`src/rtl/pe_mx.sv`:
```
// Multi-format FP8 (E4M3/E5M2) systolic MAC cell: fixed-point accumulation over K beats, BF16 tile result.
// Optional build macro PE_MX_SAT_EN: saturating accumulator instead of modulo wrap.
module pe_mx #(
    parameter int ACC_W  = 24,
    parameter int FRAC_W = 8,
    parameter int CNT_W  = 8
) (
    input  logic             clk,
    input  logic             rst,
    input  logic             clear,
    input  logic             fmt,
    input  logic [CNT_W-1:0] k_len,
    input  logic             in_valid,
    input  logic [7:0]       a_in,
    input  logic [7:0]       b_in,
    output logic [7:0]       a_out,
    output logic [7:0]       b_out,
    output logic             valid_out,
    output logic [15:0]      c_out,
    output logic             c_valid,
    output logic             ovf,
    output logic             exc
);

    localparam int AL_W   = ACC_W + 8;
    localparam int WIDE_W = ACC_W + 24;
    localparam int SUM_W  = ACC_W + 10;

`ifdef PE_MX_SAT_EN
    localparam bit SAT_EN = 1'b1;
`else
    localparam bit SAT_EN = 1'b0;
`endif

    typedef enum logic [1:0] {IDLE, ACC, EMIT} state_t;

    // Returns {special, eff_exp[4:0], mant[3:0]}; mant holds the hidden bit above the stored bits.
    function automatic logic [9:0] decode(input logic [7:0] x, input logic f);
        logic [4:0] e;
        logic [3:0] m;
        logic       sp;
        if (!f) begin
            e  = {1'b0, x[6:3]};
            sp = (x[6:3] == 4'hF) && (x[2:0] == 3'h7);
            m  = {(e != 5'd0), x[2:0]};
        end else begin
            e  = x[6:2];
            sp = &x[6:2];
            m  = {1'b0, (e != 5'd0), x[1:0]};
        end
        if (e == 5'd0) e = 5'd1;
        decode = {sp, e, m};
    endfunction

    function automatic logic out_of_range(input logic [SUM_W-1:0] s);
        out_of_range = (s[SUM_W-1:ACC_W-1] != {(SUM_W-ACC_W+1){s[ACC_W-1]}});
    endfunction

    function automatic logic [ACC_W-1:0] wrap_or_sat(input logic [SUM_W-1:0] s, input logic o,
                                                     input logic neg);
        if (SAT_EN && o)
            wrap_or_sat = neg ? {1'b1, {(ACC_W-1){1'b0}}} : {1'b0, {(ACC_W-1){1'b1}}};
        else
            wrap_or_sat = s[ACC_W-1:0];
    endfunction

    function automatic logic [15:0] to_bf16(input logic [ACC_W-1:0] v);
        logic [ACC_W-1:0] mag;
        logic [ACC_W-1:0] norm;
        logic [7:0]       p;
        mag = v[ACC_W-1] ? (~v + 1'b1) : v;
        p   = 8'd0;
        for (int i = 0; i < ACC_W; i++)
            if (mag[i]) p = 8'(i);
        norm = mag << (8'(ACC_W-1) - p);
        if (v == '0)
            to_bf16 = 16'h0000;
        else
            to_bf16 = {v[ACC_W-1], 8'(127 - FRAC_W) + p, norm[ACC_W-2 -: 7]};
    endfunction

    logic [7:0] op [2];
    logic [9:0] dec [2];
    assign op[0] = a_in;
    assign op[1] = b_in;

    genvar gi;
    generate
        for (gi = 0; gi < 2; gi++) begin : g_dec
            assign dec[gi] = decode(op[gi], fmt);
        end
    endgenerate

    // Stage 1: product, alignment shift and per-beat overflow detection.
    logic              sp;
    logic [7:0]        mag, shift_v, sh_amt;
    logic [WIDE_W-1:0] wide;
    logic              big;
    always_comb begin
        sp      = dec[0][9] | dec[1][9];
        mag     = sp ? 8'd0 : ({4'd0, dec[0][3:0]} * {4'd0, dec[1][3:0]});
        shift_v = {3'd0, dec[0][8:4]} + {3'd0, dec[1][8:4]} + 8'(FRAC_W)
                  - (fmt ? 8'd34 : 8'd20);
        sh_amt  = shift_v[7] ? (8'd0 - shift_v) : shift_v;
        wide    = {{(WIDE_W-8){1'b0}}, mag};
        wide    = shift_v[7] ? (wide >> sh_amt) : (wide << sh_amt);
        big     = |wide[WIDE_W-1:ACC_W-1];
    end

    logic             s1_valid_reg, s1_sign_reg, s1_big_reg, s1_exc_reg;
    logic [AL_W-1:0]  s1_aligned_reg;
    logic [CNT_W-1:0] s1_k_reg;
    logic [ACC_W-1:0] acc_reg;
    logic [CNT_W-1:0] count_reg, k_lat_reg;
    state_t           state_reg;

    // Stage 2: the same beat either adds into the running tile or seeds a fresh one at EMIT.
    logic [SUM_W-1:0] addend, sum_acc;
    logic             acc_ovf, seed_ovf;
    logic [ACC_W-1:0] acc_next, seed_next;
    always_comb begin
        addend = {2'b00, s1_aligned_reg};
        if (s1_sign_reg) addend = '0 - addend;
        sum_acc   = {{(SUM_W-ACC_W){acc_reg[ACC_W-1]}}, acc_reg} + addend;
        acc_ovf   = s1_big_reg | out_of_range(sum_acc);
        seed_ovf  = s1_big_reg | out_of_range(addend);
        acc_next  = wrap_or_sat(sum_acc, acc_ovf, s1_big_reg ? s1_sign_reg : sum_acc[SUM_W-1]);
        seed_next = wrap_or_sat(addend, seed_ovf, s1_sign_reg);
        if (SAT_EN && ovf) acc_next = acc_reg;
    end

    logic [CNT_W-1:0] k_eff, count_inc;
    assign k_eff     = (k_len == '0) ? CNT_W'(1) : k_len;
    assign count_inc = count_reg + 1'b1;

    always_ff @(posedge clk) begin
        if (rst) begin
            a_out          <= '0;
            b_out          <= '0;
            valid_out      <= 1'b0;
            c_out          <= '0;
            c_valid        <= 1'b0;
            ovf            <= 1'b0;
            exc            <= 1'b0;
            s1_valid_reg   <= 1'b0;
            s1_sign_reg    <= 1'b0;
            s1_big_reg     <= 1'b0;
            s1_exc_reg     <= 1'b0;
            s1_aligned_reg <= '0;
            s1_k_reg       <= '0;
            acc_reg        <= '0;
            count_reg      <= '0;
            k_lat_reg      <= '0;
            state_reg      <= IDLE;
        end else begin
            a_out     <= a_in;
            b_out     <= b_in;
            valid_out <= in_valid;
            c_valid   <= 1'b0;
            if (clear) begin
                s1_valid_reg <= 1'b0;
                acc_reg      <= '0;
                count_reg    <= '0;
                ovf          <= 1'b0;
                exc          <= 1'b0;
                state_reg    <= IDLE;
            end else begin
                s1_valid_reg   <= in_valid;
                s1_sign_reg    <= a_in[7] ^ b_in[7];
                s1_big_reg     <= big;
                s1_exc_reg     <= sp;
                s1_aligned_reg <= wide[AL_W-1:0];
                s1_k_reg       <= k_eff;
                case (state_reg)
                    IDLE: begin
                        count_reg <= '0;
                        if (in_valid) begin
                            k_lat_reg <= k_eff;
                            state_reg <= ACC;
                        end
                    end
                    ACC: begin
                        if (s1_valid_reg) begin
                            acc_reg   <= acc_next;
                            ovf       <= ovf | acc_ovf;
                            exc       <= exc | s1_exc_reg;
                            count_reg <= count_inc;
                            if (count_inc == k_lat_reg) state_reg <= EMIT;
                        end
                    end
                    EMIT: begin
                        c_out   <= to_bf16(acc_reg);
                        c_valid <= 1'b1;
                        if (s1_valid_reg) begin
                            acc_reg   <= seed_next;
                            ovf       <= seed_ovf;
                            exc       <= s1_exc_reg;
                            count_reg <= CNT_W'(1);
                            k_lat_reg <= s1_k_reg;
                            state_reg <= (s1_k_reg == CNT_W'(1)) ? EMIT : ACC;
                        end else begin
                            acc_reg   <= '0;
                            ovf       <= 1'b0;
                            exc       <= 1'b0;
                            count_reg <= '0;
                            k_lat_reg <= k_eff;
                            state_reg <= in_valid ? ACC : IDLE;
                        end
                    end
                    default: state_reg <= IDLE;
                endcase
            end
        end
    end

endmodule
```
`config.mk`:
```
export PLATFORM = sky130hd
export DESIGN_NAME = pe_mx
export DESIGN_NICKNAME = d
export VERILOG_FILES = /design/src/rtl/pe_mx.sv
export SDC_FILE = /design/constraint.sdc
export NUM_CORES = 1
export LEC_CHECK = 0
export ABC_AREA = 0
export CORE_MARGIN = 2
export CORE_UTILIZATION = 45
export CTS_BUF_LIST = sky130_fd_sc_hd__clkbuf_8
export DETAILED_ROUTE_END_ITERATION = 10
export GPL_TIMING_DRIVEN = 0
export PLACE_DENSITY_LB_ADDON = 0.1
export SETUP_SLACK_MARGIN = 0.4
export SLEW_MARGIN = 10
export SYNTH_ARGS = -nofsm -noshare
export SYNTH_HDL_FRONTEND = slang
export SYNTH_SLANG_ARGS = --single-unit
```
`constraint.sdc`:
```
create_clock -name clk -period 7.74 [get_ports clk]
set_input_delay 1.161 -clock clk [delete_from_list [all_inputs] [get_ports clk]]
set_output_delay 1.161 -clock clk [all_outputs]
set_load 0.01 [all_outputs]
```
==> results.json, run 1 <==
{
  "syn_inst": 1696,
  "pre_cts_ws_ns": 0.594,
  "worst_pin_slew_ns": 0.986,
  "worst_slack_ns": 0.994,
  "dieArea_um2": 29200,
  "clock-root-buffer": "clkbuf_8",
  "ctsHoldBuffers": 0,
  "numClockSinks": 122,
  "clock_latency_ns": 0.47,
  "muxShareOfSynthArea_pct": 4.76,
  "areaGrowthSynthToFinish_pct": 12.3,
  "timing.hold.ws_ns": 0.463,
  "syn-num-nets": 1800,
  "synth-simple-area-share_pct": 27.3,
  "largest_register_ffs": 32,
  "grt_pass1_vias": 12500,
  "rr_startpoint": "acc_reg[0]",
  "timing.setup.tns_ns": 0,
  "fmax_ghz": 0.148,
  "grt-ovfl-total": 0,
  "startpoint": "fmt",
  "crit_required_ns": 8.12,
  "avgSynthCellArea_um2": 7.40,
  "synth_edf_count": 0,
  "io_buffers": 64,
  "crit_buf_inv": 4,
  "r2r-end": "c_out[0]",
  "final_layout_size_suffix_gt1_share_pct": 5.92,
  "outcome": "finished, final reports clean",
  "synth_compound_area_share_pct": 28.1,
  "drc": 0,
  "worstPathMaxFanout": 10,
  "hold-path-endpoint": "c_out[11]",
  "dr_wl_met2_um": 20400,
  "synth_top_family_by_area": "compound AO/OA/AOI/OAI gates",
  "ff2ff_path_depth": 19,
  "rsz0062_at_grt": "no",
  "core_area_um2": 27600,
  "netlist_area_um2": 12600,
  "cts_max_path_buffers": 2,
  "critPathKind": "primary input to register",
  "hpwl_um": 33500,
  "synth-seq-cells": 122,
  "synthAdderAreaFrac_pct": 8.07,
  "ys_async_sr_fraction_pct": 0,
  "finClkSkew_ns": 0.0193,
  "synth_warnings": 0,
  "dr_wl_met3_um": 2020,
  "synth_cell_type_count": 94,
  "hold_viol": 0,
  "final_common_cell": "nor2_1",
  "drt_wl_total_um": 42200,
  "hold-path-cell-count": 2,
  "ios": 65,
  "start_kind": "primary input",
  "fin_crit_sh_pct": 87.2,
  "fin_crit_ns": 6.75,
  "via_per_inst": 6.17,
  "crit_family": "buffers and inverters",
  "cts_buffers": 17,
  "vias": 13400,
  "initial_core_util_pct": 45.4,
  "ir_worst_vdd_v": 0.000169,
  "slowest_stage": "clkdlybuf4s50_1",
  "maxCapViolations": 0,
  "drtIter0Drc": 1064,
  "num_rows": 61,
  "power.leakage_nw": 5.56,
  "nNetsFinal": 1883,
  "antenna_cells": 0,
  "synth_ff_type": "dfxtp_1",
  "final_cell_mix": "nor2_1 (168), nand2_1 (156), dfxtp_1 (122), a21oi_1 (101), o21ai_0 (91)",
  "clkTransAtPathRegs_ns": 0.09,
  "grt_max_degree": 17,
  "critical_path_arrival_ns": 7.13,
  "grt_first_pass_wirelength_um": 67300,
  "reg2reg_slack_ns": 1.06,
  "setup_violations": 0,
  "wl_met1_um": 18400,
  "ant_nets": 0,
  "wl_per_cell_um": 19.4,
  "yosysSeqAreaShare_pct": 19.5,
  "cts.repair.resized": 0,
  "antenna_found_initial": 0,
  "fp.dieH_um": 171,
  "cpPeakStageDelay_ns": 0.67,
  "synthXorXnorAreaFrac_pct": 7.26,
  "p_per_area_nw_per_um2": 194,
  "cts_tree": "yes",
  "cts_setup_buffers": 0,
  "slew_headroom_pct": 34.1,
  "path_cells": "clkdlybuf4s50_1 -> buf_1 -> mux2i_1 -> fa_1 -> inv_1 -> fa_1 -> ha_1 -> nor2b_1 -> o21a_1 -> o21ai_0 -> a21oi_1 -> nor2_1 -> buf_1 -> mux4_2 -> mux2_2 -> nor3_1 -> nor4_1 -> a31o_2 -> a41oi_1",
  "cp-end-kind": "register",
  "min-delay-start": "c_out[11]",
  "maxSlewViolCount": 0,
  "maxUsedRoutingLayer": "met4",
  "htreeDepth": 4,
  "hold_class": "register to register",
  "grt_util_all_layers_pct": 28.8,
  "routabilityCongestion": 0.963,
  "drtPass1Iterations": 6,
  "die_w_um": 171
}
[through the flow]
step / cell area, um^2 / cells / power, mW / utilization (%)
after CTS: 14100 / 2170 / 2.72 / 51.0
final: 14100 / 2170 / 2.74 / 51.0
after global placement: 13700 / 2138 / 2.09 / 49.5
after floorplan: 12600 / 1696 / 1.70 / -
after detailed placement: 13700 / 2138 / 2.09 / 49.5
after global routing: 14100 / 2170 / 2.90 / 51.0
[worst max-delay path by stage]
stage / endpoint / slack [ns] / cells past startpoint
3_5_place_dp: s1_big_reg / 0.59 / 19
3_3_place_gp: s1_big_reg / 0.63 / 19
6_report: s1_big_reg / 0.99 / 19
2_1_floorplan: s1_big_reg / 2.21 / 18
5_1_grt: s1_big_reg / 0.58 / 19
4_1_cts: s1_big_reg / 1.04 / 19
[layout make-up]
type	count	area, um^2
Inverter	62	233
Clock inverter	15	189
Buffer	104	408
Clock buffer	17	234
Multi-Input combinational cell	1408	9480
Timing Repair Buffer	64	641
Sequential cell	122	2440
Fill cell	2824	13500
Tap cell	378	473
[synth_stat cells, drive strengths merged (8+ instances only)]
cell type / count / area, um^2
a211oi: 17 / 128
a21o: 34 / 255
a21oi: 101 / 505
a221oi: 12 / 105
a22o: 8 / 70.1
a22oi: 21 / 158
a311oi: 10 / 87.6
a31oi: 30 / 188
a32oi: 8 / 70.1
and2: 17 / 106
and3: 24 / 150
buf: 22 / 100
clkbuf: 82 / 308
dfxtp: 122 / 2440
fa: 10 / 200
ha: 65 / 813
inv: 61 / 229
mux2: 12 / 135
mux2i: 35 / 350
nand2: 156 / 586
nand2b: 21 / 131
nand3: 62 / 310
nand4: 20 / 125
nor2: 169 / 637
nor2b: 33 / 206
nor3: 55 / 275
nor3b: 10 / 80.1
nor4: 19 / 153
o2111ai: 8 / 70.1
o211ai: 18 / 140
o21a: 14 / 105
o21ai: 96 / 480
o22ai: 20 / 125
o31a: 9 / 80.1
o31ai: 19 / 143
o41ai: 9 / 116
or2: 14 / 87.6
or3: 20 / 130
or4: 20 / 161
xnor2: 86 / 753
xor2: 18 / 158
[power by group]
group          total [mW]  internal, mW  switching [mW]  leakage, nW
registers           0.667         0.648          0.0194        0.992
clock network       0.628         0.325           0.302        0.213
logic                1.45         0.500           0.945         4.35
total                2.74          1.47            1.27         5.56
[metal layers]
metal | vias to the layer above | GRT usage (%)
met5 | - | 0
met4 | 0 | 11.4
met3 | 93 | 3.75
met2 | 443 | 49.1
met1 | 6342 | 36.7
li1 | 6507 | -
[worst min-delay path, stage by stage, from the launching register on]
cell and delay, ns:
dfxtp_1 0.32, nand2_1 0.05, a21oi_1 0.05
[cell families after synthesis]
kind of cell | count (synthesis)
XOR/XNOR | 104
buffers and inverters | 166
AND/OR/NAND/NOR | 670
AO/OA/AOI/OAI | 507
multiplexers | 52
adder cells (fa/ha/maj) | 75
flip-flops | 122
(Power assumes the default switching activity.)
==> inputs of run 2 (changes only) <==
CELL_PAD_IN_SITES_DETAIL_PLACEMENT = 2   (was default)
CELL_PAD_IN_SITES_GLOBAL_PLACEMENT = 2   (was default)
CORE_UTILIZATION = 40   (was 45)
==> run 2 against run 1 <==
First-iteration DRC count decreased by 11%. Routed wire length up 37%. Register-to-register slack got worse by 0.10 ns. Sequential share of layout area barely moved. Cell area down 0.15%. Clock power is 4.1% lower. Global-route usage increased by 6.0 points. Final cell count up 0.83%. Non-clock buffer count is the same. Die area is 12% higher. Highest routed layer unchanged. Combinational power increased by 9%.
==> results.json, run 2 (synthesis results as in run 1) <==
{
  "areaGrowthSynthToFinish_pct": 12.1,
  "drtIter0Drc": 950,
  "fmax_ghz": 0.144,
  "drtPass1Iterations": 5,
  "ctsHoldBuffers": 0,
  "ir_worst_vdd_v": 0.000306,
  "clkTransAtPathRegs_ns": 0.09,
  "final_layout_size_suffix_gt1_share_pct": 5.97,
  "rr_startpoint": "acc_reg[0]",
  "numClockSinks": 122,
  "antenna_cells": 0,
  "final_cell_mix": "nor2_1 (168), nand2_1 (156), dfxtp_1 (122), a21oi_1 (101), o21ai_0 (91)",
  "vias": 14200,
  "drc": 0,
  "clock-root-buffer": "clkbuf_8",
  "startpoint": "fmt",
  "largest_register_ffs": 32,
  "fp.dieH_um": 181,
  "worstPathMaxFanout": 10,
  "final_common_cell": "nor2_1",
  "critical_path_arrival_ns": 7.36,
  "setup_violations": 0,
  "hold_class": "register to register",
  "die_w_um": 181,
  "wl_per_cell_um": 26.4,
  "ant_nets": 0,
  "crit_required_ns": 8.14,
  "cts_tree": "yes",
  "rsz0062_at_grt": "no",
  "io_buffers": 64,
  "fin_crit_sh_pct": 89.8,
  "dieArea_um2": 32800,
  "grt_first_pass_wirelength_um": 90200,
  "timing.setup.tns_ns": 0,
  "p_per_area_nw_per_um2": 203,
  "reg2reg_slack_ns": 0.96,
  "slew_headroom_pct": 28.2,
  "fin_crit_ns": 6.95,
  "finClkSkew_ns": 0.0139,
  "critPathKind": "primary input to register",
  "grt_max_degree": 17,
  "outcome": "finished, final reports clean",
  "nNetsFinal": 1883,
  "cp-end-kind": "register",
  "drt_wl_total_um": 57700,
  "min-delay-start": "c_out[11]",
  "slowest_stage": "clkdlybuf4s50_1",
  "htreeDepth": 4,
  "cpPeakStageDelay_ns": 0.67,
  "cts_buffers": 17,
  "maxCapViolations": 0,
  "ios": 65,
  "timing.hold.ws_ns": 0.466,
  "grt_util_all_layers_pct": 34.7,
  "cts_max_path_buffers": 2,
  "grt-ovfl-total": 0,
  "initial_core_util_pct": 40.8,
  "via_per_inst": 6.50,
  "power.leakage_nw": 5.54,
  "maxSlewViolCount": 0,
  "hold_viol": 0,
  "clock_latency_ns": 0.49,
  "routabilityCongestion": 0.934,
  "grt_pass1_vias": 15600,
  "start_kind": "primary input",
  "hpwl_um": 44000,
  "path_cells": "clkdlybuf4s50_1 -> clkbuf_2 -> mux2i_1 -> fa_1 -> inv_1 -> ha_1 -> inv_1 -> fa_1 -> nor2b_1 -> o21a_1 -> o21ai_0 -> a21oi_1 -> nor2_1 -> buf_1 -> mux4_2 -> mux2_2 -> nor3_1 -> nor4_1 -> a31o_2 -> a41oi_1",
  "antenna_found_initial": 0,
  "worst_pin_slew_ns": 1.07,
  "core_area_um2": 30700,
  "num_rows": 64
}
run 2: changes by cell type in the layout (fill, tap and decap cells not counted):
cell and change:
buf_1 -1, bufinv_16 -2, clkbuf_2 +1, clkinv_2 +1, clkinv_4 +1, clkinvlp_4 +1, inv_6 -2, inv_8 +1
run 2: metal layers:
metal / global-route usage [%] / vias to the layer above / wire length [um]
met5: 0 / - / 0
met3: 5.20 / 157 / 2260
li1: - / 6479 / -
met1: 40.1 / 7188 / 23600
met2: 62.0 / 389 / 28800
met4: 18.1 / 0 / 3050
run 2: cell type report:
cell class / instances / area [um^2]
Buffer: 104 / 409
Clock buffer: 17 / 234
Clock inverter: 15 / 144
Fill cell: 3645 / 16700
Inverter: 62 / 233
Multi-Input combinational cell: 1408 / 9480
Sequential cell: 122 / 2440
Tap cell: 396 / 495
Timing Repair Buffer: 64 / 641
run 2: worst paths after layout:
check             cells after the start          to
setup / recovery                     20  s1_big_reg
setup reg to reg                     20    c_out[4]
hold / removal                        2   c_out[11]
hold reg to reg                       2   c_out[11]
run 2: timing repair:
item,in CTS,in global routing
endpoints found under the hold margin,0,0
endpoints found under the setup margin,0,2
resized for setup,0,1
buffers inserted,0,0
run 2: where the power goes:
group | leakage [nW] | switching [mW] | internal [mW]
sequential | 0.992 | 0.0236 | 0.648
clock | 0.190 | 0.342 | 0.260
combinational | 4.36 | 1.07 | 0.506
total | 5.54 | 1.44 | 1.41
run 2: through the flow:
step / util, % / instances / total power, mW / worst slack [ns] / cell area [um^2]
after floorplan: - / 1696 / 1.70 / 2.21 / 12600
after global placement: 44.5 / 2156 / 2.12 / 0.635 / 13700
final: 45.8 / 2188 / 2.85 / 0.790 / 14100
after global routing: 45.8 / 2188 / 2.98 / 0.516 / 14100
after CTS: 45.8 / 2188 / 2.81 / 0.670 / 14100
after detailed placement: 44.5 / 2156 / 2.18 / 0.286 / 13700
run 2: critical path: cells and delay by family:
| kind | cells | cell delay (ns) |
|---|---|---|
| compound gates | 5 | 1.49 |
| fa+ha+maj | 3 | 1.03 |
| buf+inv | 5 | 1.63 |
| mux | 3 | 1.15 |
| simple gates | 4 | 0.87 |
==> inputs of run 3 (changes only) <==
CORE_UTILIZATION = 37   (was 40)
clock period = 7.4 ns   (was 7.74 ns; I/O delays follow)
==> run 3 against run 2 <==
Global-route usage down 4.7 points. Sequential power up 4.3%. Total power is 4.1% higher. Critical path depth fell by 1. First-iteration DRC count shrank 14%. Clock power is 8.5% higher. Sequential share of layout area fell by 0.12 points. Non-clock buffer count did not move.
==> results.json, run 3 (synthesis results as in run 1) <==
{
  "clkTransAtPathRegs_ns": 0.08,
  "largest_register_ffs": 32,
  "antenna_found_initial": 0,
  "grt_util_all_layers_pct": 30.0,
  "cp-end-kind": "register",
  "swShare_pct": 48.9,
  "htreeDepth": 4,
  "drt_wl_total_um": 53100,
  "num_rows": 67,
  "numClockSinks": 122,
  "p_per_area_nw_per_um2": 209,
  "io_buffers": 64,
  "power_mw": 2.97,
  "pwr-share-clk_pct": 22.0,
  "outcome": "finished, final reports clean",
  "hold_class": "register to register",
  "grt_first_pass_wirelength_um": 84900,
  "ant_nets": 0,
  "cts_max_path_buffers": 2,
  "wl_per_cell_um": 23.7,
  "grt_pass1_vias": 15000,
  "finClkSkew_ns": 0.0170,
  "clock-root-buffer": "clkbuf_8",
  "antenna_cells": 0,
  "dieArea_um2": 35400,
  "slowest_stage": "clkdlybuf4s50_1",
  "pre_cts_ws_ns": 0.0732,
  "routabilityCongestion": 0.911,
  "fin_crit_ns": 6.86,
  "cp_common_cell": "fa_1",
  "die_w_um": 188,
  "worstPathMaxFanout": 10,
  "cpPeakStageDelay_ns": 0.71,
  "final_common_cell": "nor2_1",
  "initial_core_util_pct": 37.5,
  "power.leakage_nw": 5.55,
  "rsz0062_at_grt": "yes",
  "crit_required_ns": 7.80,
  "start_kind": "primary input",
  "maxSlewViolCount": 0,
  "path_cells": "clkdlybuf4s50_1 -> clkbuf_2 -> mux2i_1 -> fa_1 -> inv_1 -> fa_1 -> ha_1 -> nor2b_1 -> o21a_1 -> o21ai_0 -> a21oi_1 -> nor2_1 -> buf_1 -> mux4_2 -> mux2_2 -> nor3_1 -> nor4_1 -> a31o_2 -> a41oi_1",
  "cts_buffers": 17,
  "clock_latency_ns": 0.48,
  "critPathKind": "primary input to register",
  "power.switching_mw": 1.45,
  "grt_max_degree": 17,
  "placed_cells_incl_taps": 2208,
  "vias": 13800,
  "final_layout_size_suffix_gt1_share_pct": 6.08,
  "fp.dieH_um": 188,
  "ir_worst_vdd_v": 0.000292,
  "final_cell_mix": "nor2_1 (168), nand2_1 (156), dfxtp_1 (122), a21oi_1 (101), o21ai_0 (91)",
  "timing.setup.tns_ns": 0,
  "via_per_inst": 6.16,
  "fin_crit_sh_pct": 92.7,
  "ios": 65,
  "setup_violations": 0,
  "critical_path_arrival_ns": 7.26,
  "maxCapViolations": 0,
  "worst_pin_slew_ns": 1.02,
  "areaGrowthSynthToFinish_pct": 12.9,
  "cts_tree": "yes",
  "stdcell_count": 2240,
  "grt-ovfl-total": 0,
  "nNetsFinal": 1883,
  "hpwl_um": 42400,
  "hold_viol": 0,
  "slew_headroom_pct": 31.4,
  "fmax_ghz": 0.146,
  "power.internal_mw": 1.52,
  "drtIter0Drc": 816,
  "drtPass1Iterations": 5,
  "seqPwrFrac_pct": 23.6,
  "core_area_um2": 33400,
  "power_frac_comb_pct": 54.4,
  "drc": 0,
  "worst_slack_ns": 0.541
}
## run 3: cell types whose count changed in the layout (fill, tap and decap cells not counted)
cell        delta
bufinv_16      +1
clkinv_2       -1
clkinv_4       -2
clkinvlp_4     -1
inv_1          -1
inv_6          +4
nor3b_1        -1
nor3b_2        +1
## run 3: cell type report
| class | instances | area (um^2) |
|---|---|---|
| clock inverters | 15 | 175 |
| multi-input cells | 1408 | 9480 |
| fillers | 3942 | 19300 |
| inverters | 62 | 233 |
| flip-flops and latches | 122 | 2440 |
| well taps | 448 | 561 |
| clock buffers | 17 | 234 |
| repair buffers | 64 | 641 |
| plain buffers | 104 | 409 |
## run 3: through the flow
step	utilization [%]	instance area, um^2	hold WS [ns]
after floorplan	-	12600	0.425
after global placement	41.1	13800	0.446
after detailed placement	41.1	13800	0.465
after CTS	42.4	14200	0.481
after global routing	42.4	14200	0.506
final	42.4	14200	0.473
## run 3: worst paths after layout
kind              start         end  slack (ns)  cells after the start
max                 fmt  s1_big_reg        0.54                     19
min           c_out[13]   c_out[13]        0.47                      2
max reg2reg  acc_reg[0]    c_out[4]        0.87                     18
min reg2reg   c_out[13]   c_out[13]        0.47                      2
## run 3: timing repair
action                                 4_1_cts  5_1_grt
hold buffers                                 0        0
setup endpoints to repair                    0        7
gates resized for setup                      0        2
setup buffers                                0        0
endpoints found under the hold margin        0        0
## run 3: power groups by stage
stage / logic, mW / registers [mW] / clock network, mW
floorplan: 1.06 / 0.709 / 0
global placement: 1.52 / 0.713 / 0
detailed placement: 1.56 / 0.715 / 0
CTS: 1.59 / 0.700 / 0.663
global route: 1.74 / 0.703 / 0.694
finish: 1.61 / 0.700 / 0.653
## run 3: worst max-delay path, delay by kind of cell
kind / cells / cell delay, ns
AND/OR/NAND/NOR: 4 / 1.00
multiplexers: 3 / 0.90
adder cells (fa/ha/maj): 3 / 1.22
AO/OA/AOI/OAI: 5 / 1.41
buffers and inverters: 4 / 1.60
## run 3: routing by layer
layer | GRT usage, % | part of all wire [%] | up-vias
met2 | 53.9 | 50 | 255
met5 | 0 | 0 | -
li1 | - | - | 6495
met3 | 3.41 | 2.8 | 92
met4 | 12.2 | 3.8 | 0
met1 | 36.3 | 43 | 6947
